===== config.mk =====
export PLATFORM = sky130hd
export DESIGN_NAME = text_console
export DESIGN_NICKNAME = d
export VERILOG_FILES = /design/src/rtl/text_pkg.sv /design/src/rtl/addr_wrap.sv /design/src/rtl/text_console.sv
export SDC_FILE = /design/constraint.sdc
export NUM_CORES = 1
export LEC_CHECK = 0
export ABC_AREA = 1
export BUFFER_PORTS_ARGS = -buffer_cell sky130_fd_sc_hd__buf_2
export CORE_UTILIZATION = 33
export DETAILED_ROUTE_END_ITERATION = 16
export GPL_TIMING_DRIVEN = 1
export SLEW_MARGIN = 20
export SYNTH_ARGS = -nofsm -noshare
export SYNTH_HDL_FRONTEND = slang
export SYNTH_HIERARCHICAL = 1
export SYNTH_SLANG_ARGS = --single-unit

===== constraint.sdc =====
create_clock -name clk_sys -period 3.55 [get_ports clk_sys]
set_input_delay 0.355 -clock clk_sys [delete_from_list [all_inputs] [get_ports clk_sys]]
set_output_delay 0.355 -clock clk_sys [all_outputs]
set_load 0.02 [all_outputs]

===== src/rtl/text_pkg.sv =====
`default_nettype none
// ============================================================================
//  Module   : text_pkg
//  Brief    : Shared constants and state encoding for the text console writer
//  Revision : 1.0  initial release
// ============================================================================
package text_pkg;

    // Control codes recognised by the console
    localparam logic [7:0] CH_BS    = 8'h08;
    localparam logic [7:0] CH_LF    = 8'h0A;
    localparam logic [7:0] CH_FF    = 8'h0C;
    localparam logic [7:0] CH_CR    = 8'h0D;
    localparam logic [7:0] CH_SPACE = 8'h20;

    // Default ring size: 84 columns x 24 rows
    localparam int TRAM_N_DEFAULT = 84 * 24;

    typedef enum logic [1:0] {
        ST_IDLE     = 2'd0,
        ST_CLR_LINE = 2'd1,
        ST_CLR_ALL  = 2'd2
    } state_t;

endpackage
`default_nettype wire


===== src/rtl/addr_wrap.sv =====
`default_nettype none
// ============================================================================
//  Module   : addr_wrap
//  Brief    : Combinational (a + b) mod N for operands already below N
//  Revision : 1.0  initial release
// ============================================================================
module addr_wrap
    import text_pkg::*;
#(
    parameter int ADDRW = 11,
    parameter int N     = TRAM_N_DEFAULT
) (
    input  logic [ADDRW-1:0] i_a,
    input  logic [ADDRW-1:0] i_b,
    output logic [ADDRW-1:0] o_sum
);

    localparam logic [ADDRW:0] c_N = (ADDRW+1)'(N);

    logic [ADDRW:0] w_sum;
    logic [ADDRW:0] w_diff;

    // One extra bit holds the carry; a single subtract folds the sum back into range
    always_comb begin
        w_sum  = {1'b0, i_a} + {1'b0, i_b};
        w_diff = w_sum - c_N;
        o_sum  = (w_sum >= c_N) ? w_diff[ADDRW-1:0] : w_sum[ADDRW-1:0];
    end

endmodule
`default_nettype wire


===== src/rtl/text_console.sv =====
`default_nettype none
// ============================================================================
//  Module   : text_console
//  Brief    : Byte-stream console writer feeding the tram system port, with
//             cursor tracking, control codes and ring-buffer scrolling
//  Revision : 1.0  initial release
// ============================================================================
module text_console
    import text_pkg::*;
#(
    parameter int WORD      = 32,
    parameter int BYTE      = 8,
    parameter int BYTE_CNT  = 4,
    parameter int ADDRW     = 11,
    parameter int TRAM_HRES = 84,
    parameter int TRAM_VRES = 24
) (
    input  logic                 clk_sys,
    input  logic                 rst_sys,
    input  logic [BYTE-1:0]      in_data,
    input  logic                 in_valid,
    output logic                 in_ready,
    input  logic [WORD-BYTE-1:0] attr,
    output logic [BYTE_CNT-1:0]  tram_we,
    output logic [ADDRW-1:0]     tram_addr,
    output logic [WORD-1:0]      tram_din,
    output logic [ADDRW-1:0]     scroll_offs,
    output logic [6:0]           cur_col,
    output logic [4:0]           cur_row
);

    localparam int              N          = TRAM_HRES * TRAM_VRES;
    localparam logic [ADDRW-1:0] c_HRES    = ADDRW'(TRAM_HRES);
    localparam logic [ADDRW-1:0] c_N_M1    = ADDRW'(N - 1);
    localparam logic [ADDRW-1:0] c_ONE     = ADDRW'(1);
    localparam logic [6:0]       c_COL_LAST = 7'(TRAM_HRES - 1);
    localparam logic [4:0]       c_ROW_LAST = 5'(TRAM_VRES - 1);
    localparam logic [BYTE-1:0]  c_SPACE   = BYTE'(CH_SPACE);

    state_t                 r_state,       w_state_nxt;
    logic                   r_in_ready,    w_in_ready_nxt;
    logic                   r_tram_we,     w_tram_we_nxt;
    logic [ADDRW-1:0]       r_tram_addr,   w_tram_addr_nxt;
    logic [WORD-1:0]        r_tram_din,    w_tram_din_nxt;
    logic [ADDRW-1:0]       r_scroll_offs, w_scroll_offs_nxt;
    logic [ADDRW-1:0]       r_line_base,   w_line_base_nxt;
    logic [6:0]             r_cur_col,     w_cur_col_nxt;
    logic [4:0]             r_cur_row,     w_cur_row_nxt;
    logic [ADDRW-1:0]       r_clr_addr,    w_clr_addr_nxt;
    logic [ADDRW-1:0]       r_clr_cnt,     w_clr_cnt_nxt;
    logic [WORD-BYTE-1:0]   r_clr_attr,    w_clr_attr_nxt;

    logic                   w_accept;
    logic                   w_nl;
    logic                   w_nl_print;
    logic [ADDRW-1:0]       w_wr_addr;
    logic [ADDRW-1:0]       w_lb_step;
    logic [ADDRW-1:0]       w_so_step;
    logic [ADDRW-1:0]       w_inc_base;
    logic [ADDRW-1:0]       w_inc;

    assign w_accept   = in_valid && r_in_ready;
    // In IDLE the incrementer seeds the line clear from the old scroll base
    assign w_inc_base = (r_state == ST_IDLE) ? r_scroll_offs : r_clr_addr;

    addr_wrap #(.ADDRW(ADDRW), .N(N)) u_wr_addr (
        .i_a(r_line_base), .i_b(ADDRW'(r_cur_col)), .o_sum(w_wr_addr));
    addr_wrap #(.ADDRW(ADDRW), .N(N)) u_lb_step (
        .i_a(r_line_base), .i_b(c_HRES), .o_sum(w_lb_step));
    addr_wrap #(.ADDRW(ADDRW), .N(N)) u_so_step (
        .i_a(r_scroll_offs), .i_b(c_HRES), .o_sum(w_so_step));
    addr_wrap #(.ADDRW(ADDRW), .N(N)) u_inc (
        .i_a(w_inc_base), .i_b(c_ONE), .o_sum(w_inc));

    // Byte decode, newline/scroll handling and clear sequencing
    always_comb begin
        w_state_nxt       = r_state;
        w_in_ready_nxt    = 1'b0;
        w_tram_we_nxt     = 1'b0;
        w_tram_addr_nxt   = r_tram_addr;
        w_tram_din_nxt    = r_tram_din;
        w_scroll_offs_nxt = r_scroll_offs;
        w_line_base_nxt   = r_line_base;
        w_cur_col_nxt     = r_cur_col;
        w_cur_row_nxt     = r_cur_row;
        w_clr_addr_nxt    = r_clr_addr;
        w_clr_cnt_nxt     = r_clr_cnt;
        w_clr_attr_nxt    = r_clr_attr;
        w_nl              = 1'b0;
        w_nl_print        = 1'b0;

        case (r_state)
            ST_IDLE: begin
                w_in_ready_nxt = 1'b1;
                if (w_accept) begin
                    if (in_data >= c_SPACE) begin
                        w_tram_we_nxt   = 1'b1;
                        w_tram_addr_nxt = w_wr_addr;
                        w_tram_din_nxt  = {attr, in_data};
                        if (r_cur_col == c_COL_LAST) begin
                            w_cur_col_nxt = 7'd0;
                            w_nl          = 1'b1;
                            w_nl_print    = 1'b1;
                        end else begin
                            w_cur_col_nxt = r_cur_col + 7'd1;
                        end
                    end else if (in_data == BYTE'(CH_LF)) begin
                        w_cur_col_nxt = 7'd0;
                        w_nl          = 1'b1;
                    end else if (in_data == BYTE'(CH_CR)) begin
                        w_cur_col_nxt = 7'd0;
                    end else if (in_data == BYTE'(CH_BS)) begin
                        if (r_cur_col != 7'd0) begin
                            w_cur_col_nxt = r_cur_col - 7'd1;
                        end
                    end else if (in_data == BYTE'(CH_FF)) begin
                        // First clear word goes out immediately; the rest follow from address 1
                        w_tram_we_nxt     = 1'b1;
                        w_tram_addr_nxt   = '0;
                        w_tram_din_nxt    = {attr, c_SPACE};
                        w_clr_addr_nxt    = c_ONE;
                        w_clr_cnt_nxt     = c_N_M1;
                        w_clr_attr_nxt    = attr;
                        w_scroll_offs_nxt = '0;
                        w_line_base_nxt   = '0;
                        w_cur_col_nxt     = 7'd0;
                        w_cur_row_nxt     = 5'd0;
                        w_in_ready_nxt    = 1'b0;
                        w_state_nxt       = ST_CLR_ALL;
                    end
                end
            end
            ST_CLR_LINE, ST_CLR_ALL: begin
                if (r_clr_cnt != '0) begin
                    w_tram_we_nxt   = 1'b1;
                    w_tram_addr_nxt = r_clr_addr;
                    w_tram_din_nxt  = {r_clr_attr, c_SPACE};
                    w_clr_addr_nxt  = w_inc;
                    w_clr_cnt_nxt   = r_clr_cnt - c_ONE;
                end else begin
                    w_in_ready_nxt = 1'b1;
                    w_state_nxt    = ST_IDLE;
                end
            end
            default: begin
                w_state_nxt = ST_IDLE;
            end
        endcase

        // A newline always advances line_base by one row; at the bottom it scrolls instead
        if (w_nl) begin
            w_line_base_nxt = w_lb_step;
            if (r_cur_row != c_ROW_LAST) begin
                w_cur_row_nxt = r_cur_row + 5'd1;
            end else begin
                w_scroll_offs_nxt = w_so_step;
                w_clr_attr_nxt    = attr;
                w_in_ready_nxt    = 1'b0;
                w_state_nxt       = ST_CLR_LINE;
                if (w_nl_print) begin
                    // The glyph occupies this cycle's write slot; the clear starts next cycle
                    w_clr_addr_nxt = r_scroll_offs;
                    w_clr_cnt_nxt  = c_HRES;
                end else begin
                    w_tram_we_nxt   = 1'b1;
                    w_tram_addr_nxt = r_scroll_offs;
                    w_tram_din_nxt  = {attr, c_SPACE};
                    w_clr_addr_nxt  = w_inc;
                    w_clr_cnt_nxt   = c_HRES - c_ONE;
                end
            end
        end
    end

    // State and output registers; reset drops everything except tram contents
    always_ff @(posedge clk_sys) begin
        if (rst_sys) begin
            r_state       <= ST_IDLE;
            r_in_ready    <= 1'b0;
            r_tram_we     <= 1'b0;
            r_tram_addr   <= '0;
            r_tram_din    <= '0;
            r_scroll_offs <= '0;
            r_line_base   <= '0;
            r_cur_col     <= 7'd0;
            r_cur_row     <= 5'd0;
            r_clr_addr    <= '0;
            r_clr_cnt     <= '0;
            r_clr_attr    <= '0;
        end else begin
            r_state       <= w_state_nxt;
            r_in_ready    <= w_in_ready_nxt;
            r_tram_we     <= w_tram_we_nxt;
            r_tram_addr   <= w_tram_addr_nxt;
            r_tram_din    <= w_tram_din_nxt;
            r_scroll_offs <= w_scroll_offs_nxt;
            r_line_base   <= w_line_base_nxt;
            r_cur_col     <= w_cur_col_nxt;
            r_cur_row     <= w_cur_row_nxt;
            r_clr_addr    <= w_clr_addr_nxt;
            r_clr_cnt     <= w_clr_cnt_nxt;
            r_clr_attr    <= w_clr_attr_nxt;
        end
    end

    assign in_ready    = r_in_ready;
    assign tram_we     = {BYTE_CNT{r_tram_we}};
    assign tram_addr   = r_tram_addr;
    assign tram_din    = r_tram_din;
    assign scroll_offs = r_scroll_offs;
    assign cur_col     = r_cur_col;
    assign cur_row     = r_cur_row;

endmodule
`default_nettype wire


# Word-level counts from Yosys, hierarchy flattened
# Index checks and enable logic that the tools add are counted.
word_totals:
  regBits: 127
  latchBits: 0
  ramBits: 0
  romBits: 0
  input_bits: 35
  output_inout_bits: 71
  elab_cells: 183
  n_memories: 0
op_classes:
  addsub: 12
  mul: 0
  n_div: 0
  order_cmp: 5
  eq_ne: 13
  n_shift: 0
  n_mux: 130
  bitwise: 0
  reduce_logical: 11
ops:
  columns: ["operator", "n"]
  rows:
  - ["2-to-1 mux 11 bit", 51]
  - ["2-to-1 mux 32 bit", 10]
  - ["2-to-1 mux 24 bit", 9]
  - ["case mux 11 bit (2 select lines)", 3]
  - ["case mux 32 bit (2 select lines)", 1]
  - ["2-to-1 mux 7 bit", 7]
  - ["greater-or-equal comparator 12 x 11 -> 1 bit (second input constant)", 4]
  - ["2-to-1 mux 5 bit", 9]
  - ["subtractor 11 bit (second input constant)", 4]
  - ["equality test 8 x 4 -> 1 bit (second input constant)", 4]
  - ["2-to-1 mux 1 bit", 27]
  - ["adder 11 x 7 -> 12 bit (second input constant)", 2]
  - ["2-to-1 mux 2 bit", 9]
  - ["adder 11 x 1 -> 12 bit (second input constant)", 1]
  - ["adder 11 x 7 -> 12 bit", 1]
  - ["nonzero test 11 bit", 1]
  - ["subtractor 11 x 1 -> 11 bit (second input constant)", 1]
  - ["greater-or-equal comparator 8 x 6 -> 1 bit (second input constant)", 1]
  - ["!= test 2 bit (second input constant)", 4]
  - ["adder 7 x 1 -> 7 bit (second input constant)", 1]
  - ["equality test 7 bit (second input constant)", 1]
  - ["AND reduction 7 bit", 1]
  - ["nonzero test 7 bit", 1]
  - ["subtractor 7 x 1 -> 7 bit (second input constant)", 1]
  - ["14 further kinds", 17]

# Longest topological paths before layout
depth:
  depth_word: 11
  ltp_mapped: 26
  mapped_depth_nobuf: 23

# Modules after synthesis
# The synthesis kept the hierarchy.
modules_own_cells:
  columns: ["module", "n_inst", "cells_each", "area_per_inst_um2"]
  rows:
  - ["text_console", 1, 1220, 7511.0]
  - ["addr_wrap (u_inc ...)", 3, 152, 864.6]
  - ["addr_wrap (u_wr_addr)", 1, 146, 902.1]

# Worst setup path before layout
# No wires, ideal clock.
synth_path:
  path_kind: "register to register"
  from: "register r_state[0]"
  to: "register r_clr_addr[5]"
  setup_ps: 113
  arrival_time_ps: 3065
  required_time_ps: 3437
  slack_ps: 373
  path_stages_with_launch: 26
  cell_sequence: "dfxtp_1 > inv_1 > ha_1 > buf_4 > clkbuf_1 > clkbuf_1 > nand2_1 > o21ai_0 > ha_1 > fa_1 > nand3_1 > nand3_1 > nand2_1 > nand3_1 > nand2_2 > inv_2 > nor2_2 > nand2_4 > nand3_1 > nand2_1 > nand3_1 > nand2_1 > nand2_1 > nand2_1 > nand2_1 > nand2_1"
synth_between:
  elab_chain_len: 9
  elab_cells_between_ends: 16
  classes_between: "add/sub: 2; order compare: 1; eq/ne: 2; mux: 9; reduce/logical: 2"
synth_lines:
  columns: ["element", "line", "source"]
  rows:
  - ["from (decl)", "text_console.sv:40", "state_t r_state, w_state_nxt;"]
  - ["from (signal assigned)", "text_console.sv:191", "r_state <= w_state_nxt;"]
  - ["zero test 2 bit *", "text_console.sv:64", "assign w_inc_base = (r_state == ST_IDLE) ? r_scroll_offs : r_clr_addr;"]
  - ["2-to-1 mux 11 bit *", "text_console.sv:64", null]
  - ["named net w_inc_base[0]", "text_console.sv:59", "logic [ADDRW-1:0] w_inc_base;"]
  - ["adder 11 x 1 -> 12 bit *", "addr_wrap.sv:25", "w_sum = {1'b0, i_a} + {1'b0, i_b};"]
  - ["subtractor 11 bit or greater-or-equal comparator 12 x 11 -> 1 bit (tied branches)", "addr_wrap.sv:26, addr_wrap.sv:27", null]
  - ["2-to-1 mux 11 bit *", "addr_wrap.sv:27", "o_sum = (w_sum >= c_N) ? w_diff[ADDRW-1:0] : w_sum[ADDRW-1:0];"]
  - ["named net w_inc[5]", "text_console.sv:60", "logic [ADDRW-1:0] w_inc;"]
  - ["2-to-1 mux 11 bit", "text_console.sv:134", "if (r_clr_cnt != '0) begin"]
  - ["case mux 11 bit (2 select lines)", "text_console.sv:92", "case (r_state)"]
  - ["2-to-1 mux 11 bit", "text_console.sv:153", "if (r_cur_row != c_ROW_LAST) begin"]
  - ["2-to-1 mux 11 bit *", "text_console.sv:151", "if (w_nl) begin"]
  - ["to (signal assigned)", "text_console.sv:200", "r_clr_addr <= w_clr_addr_nxt;"]
  - ["to (decl)", "text_console.sv:49", "logic [ADDRW-1:0] r_clr_addr, w_clr_addr_nxt;"]
# The timed path passes the listed nets; every way through them passes the cells marked *.
# A chain may end at the register's enable or synchronous reset.

# Final worst setup path
# Same ends and word-level chain as after synthesis.

==> impl_metrics.tcl <==
set metrics [dict create \
    worstPathRequired_ns 3.86 \
    wirelength_um 34190 \
    drtIter0Drc 751 \
    grt_pass1_vias 11096 \
    syn_inst 1822 \
    holdBufCountCts 0 \
    crit_buf_inv 2 \
    crit_slowest_cell "fa_1" \
    gp_congestion 0.9119 \
    slew_headroom_pct 36.47 \
    rows 66 \
    hp-start "in_data[0]" \
    r2r_slack_ns 0.47 \
    final_cell_mix "nand2_1 (575), inv_1 (196), nor2_1 (159)" \
    initial_core_util_pct 33.66 \
    final_hold_viol_count 0 \
    fillers 3592 \
    drc_errors 0 \
    synth_ff_type "dfxtp_1" \
    core_um2 32700 \
    rsz0062_at_grt "false" \
    tightest_slew_ns 0.9507 \
    crit_chain "inv_1 > ha_1 > nand2_1 > o21ai_0 > ha_1 > fa_1 > nand3_1 > nand3_1 > nand2_1 > nand3_1 > nand2_2 > inv_2 > nor2_2 > nand2_4 > nand3_1 > nand2_1 > nand3_1 > nand2_1 > nand2_1 > nand2_1 > nand2_1 > nand2_1" \
    fin_util_pct 38.77 \
    drt.antenna.violating_nets 0 \
    finClkSkew_ns 0.02068 \
    ys_ff_latch 127 \
    hpwlAfterDp_um 25870 \
    cellLeakagePower_uw 0.006553 \
    reg2reg_from "r_state[0]$_SDFF_PP0_" \
    syn_to_final_growth_pct 15.19 \
    cp_common_cell "nand2_1" \
    final_common_cell "nand2_1" \
    yosysUniqueCellTypes 50 \
    hp-class "in2reg" \
    fin_tns_setup_ns 0 \
    outcome "complete, no violations" \
    slowest_delay_ns 0.45 \
    crit_type "reg2reg" \
    ir_drop_uv 295.4 \
    antenna_found_initial 0 \
    ctsHtreeMaxLevel 4 \
    fmax_ghz 0.3242 \
    cts_sinks 127 \
    avgViaCountPerCell 4.909 \
    synthArstFlopShare_pct 0 \
    vias 11767 \
    cts_tree "built" \
    overflow 0 \
    fin_crit_sh_pct 86.88 \
    syn-cell-area_um2 11010 \
    drive_gt1_share_pct 14.68 \
    fin_crit_ns 3.084 \
    grt_use_total_pct 20.45 \
    wl_per_cell_um 14.26 \
    synth_enable_flop_cells 0 \
    grt_max_degree 51 \
    dieArea_um2 34090 \
    firstDrtPassIters 5 \
    ys_seq_area_share_pct 23.10 \
    clk_path_buf_depth 2 \
    port_buffers 105 \
    worst_setup_path_start_kind "flip-flop" \
    cts_inserted_buffers 17 \
    cp.arrival_ns 3.40 \
    ff2ff_path_depth 22 \
    cts_resized 0 \
    hold_path_depth 3 \
    insertedDiodeCount 0 \
    nNetsFinal 2037 \
    drv_slew 0 \
    die_h_um 184.6 \
    clk_latency_ns 0.42 \
    power.density_nw_per_um2 308.8 \
    cp-end-kind "flip-flop" \
    cts_setup_buffers 0 \
    io_pins 106 \
    setup_viol_count_final 0 \
    ctsRootBufferMaster "clkbuf_16" \
    grt_pass1_wl_um 55890 \
    clk_pin_slew_ns 0.06 \
    path_max_fanout 6 \
    max_cap_violations 0 \
    whs_ns 0.2032 \
    syn_area_per_cell_um2 6.041 \
    synth_warnings 6 \
    r2r_end "r_clr_addr[5]$_SDFF_PP0_" \
    critical_path.top_delay_family "simple AND/OR/NAND/NOR gates" \
    worstHoldEndpoint "tram_din[0]$_SDFF_PP0_" \
    die-width_um 184.6 \
]
[stage by stage]
step | area, um2 | worst slack [ns] | power, uW | std cells
final | 12680 | 0.4657 | 3915 | 2397
after global routing | 12680 | 0.1449 | 4089 | 2397
after CTS | 12680 | 0.5032 | 3956 | 2397
after detailed placement | 12060 | 0.5217 | 2090 | 2365
after global placement | 12060 | 0.5889 | 2084 | 2365
after floorplan | 11150 | 0.3726 | 1932 | 1860
[kinds of logic (layout without fill, tap and decap cells)]
kind of cell | count (synthesis) | after routing | share of synthesized area, %
DFF | 127 | 127 | 23.10
AOI/OAI and AO/OA | 269 | 269 | 12.99
other | 2 | 40 | 0.06823
buffers and inverters | 285 | 380 | 10.56
adders and majority gates | 60 | 60 | 7.093
xor gates and xnor gates | 32 | 32 | 2.546
and+or+nand+nor | 1047 | 1047 | 43.64
[Yosys cell counts, drive strengths merged (7+ instances only)]
cell	number	share of area [%]
nand2	634	24
inv	216	7.4
nor2	175	6.9
nand3	161	8.3
o21ai	135	6.2
dfxtp	127	23
a21oi	116	5.6
ha	56	6.4
nor3	37	1.9
clkbuf	36	1.2
nand4	30	2.0
buf	29	1.8
xor2	22	1.8
xnor2	10	0.80
or2	7	0.42
[final cells by class]
type	instances	area, um2	area share [%]
clock buffer	21	460.4	3.632
tap	442	553.0	4.362
clock inverter	11	153.9	1.214
sequential	127	2542	20.05
inverter	220	825.8	6.513
timing repair buffer	128	698.2	5.507
multi-input combinational	1448	7445	58.72
[sequential cells by signal, indices dropped and copies added, names as in the netlist, 2 cells and up]
signal,flops
r_clr_cnt,11
cur_col,7
tram_din,32
scroll_offs,11
tram_addr,11
r_state,2
r_clr_addr,11
r_clr_attr,24
cur_row,5
r_line_base,11
[routing by layer]
layer | wire (um) | up-vias | GRT usage (%)
li1 | - | 6034 | -
met1 | 16140 | 5375 | 26.80
met2 | 15100 | 311 | 33.63
met3 | 2052 | 47 | 3.675
met4 | 898 | 0 | 6.810
met5 | 0 | - | 0
[worst register-to-register path, stage by stage (launching register included)]
cell	delay (ns)
dfxtp_1	0.34
inv_1	0.07
ha_1	0.28
nand2_1	0.08
o21ai_0	0.08
ha_1	0.27
fa_1	0.45
nand3_1	0.12
nand3_1	0.11
nand2_1	0.12
nand3_1	0.10
nand2_2	0.14
inv_2	0.05
nor2_2	0.15
nand2_4	0.10
nand3_1	0.08
nand2_1	0.07
nand3_1	0.08
nand2_1	0.06
nand2_1	0.05
nand2_1	0.05
nand2_1	0.06
nand2_1	0.05
[power breakdown]
group	internal, uW	total (uW)	switching [uW]
clock network	1150	1850	701
logic	187	572	385
registers	1460	1490	32.4
[how the worst max path moves through the flow]
stage	startpoint	end	cells after the start
after CTS	r_state[0]$_SDFF_PP0_	r_clr_addr[5]$_SDFF_PP0_	22
after detailed placement	r_state[0]$_SDFF_PP0_	r_clr_addr[5]$_SDFF_PP0_	22
after floorplan	r_state[0]$_SDFF_PP0_	r_clr_addr[5]$_SDFF_PP0_	25
after global placement	r_state[0]$_SDFF_PP0_	r_clr_addr[5]$_SDFF_PP0_	22
after global routing	r_state[0]$_SDFF_PP0_	r_clr_addr[10]$_SDFF_PP0_	19
final	r_state[0]$_SDFF_PP0_	r_clr_addr[5]$_SDFF_PP0_	22
(Power assumes the default switching activity.)
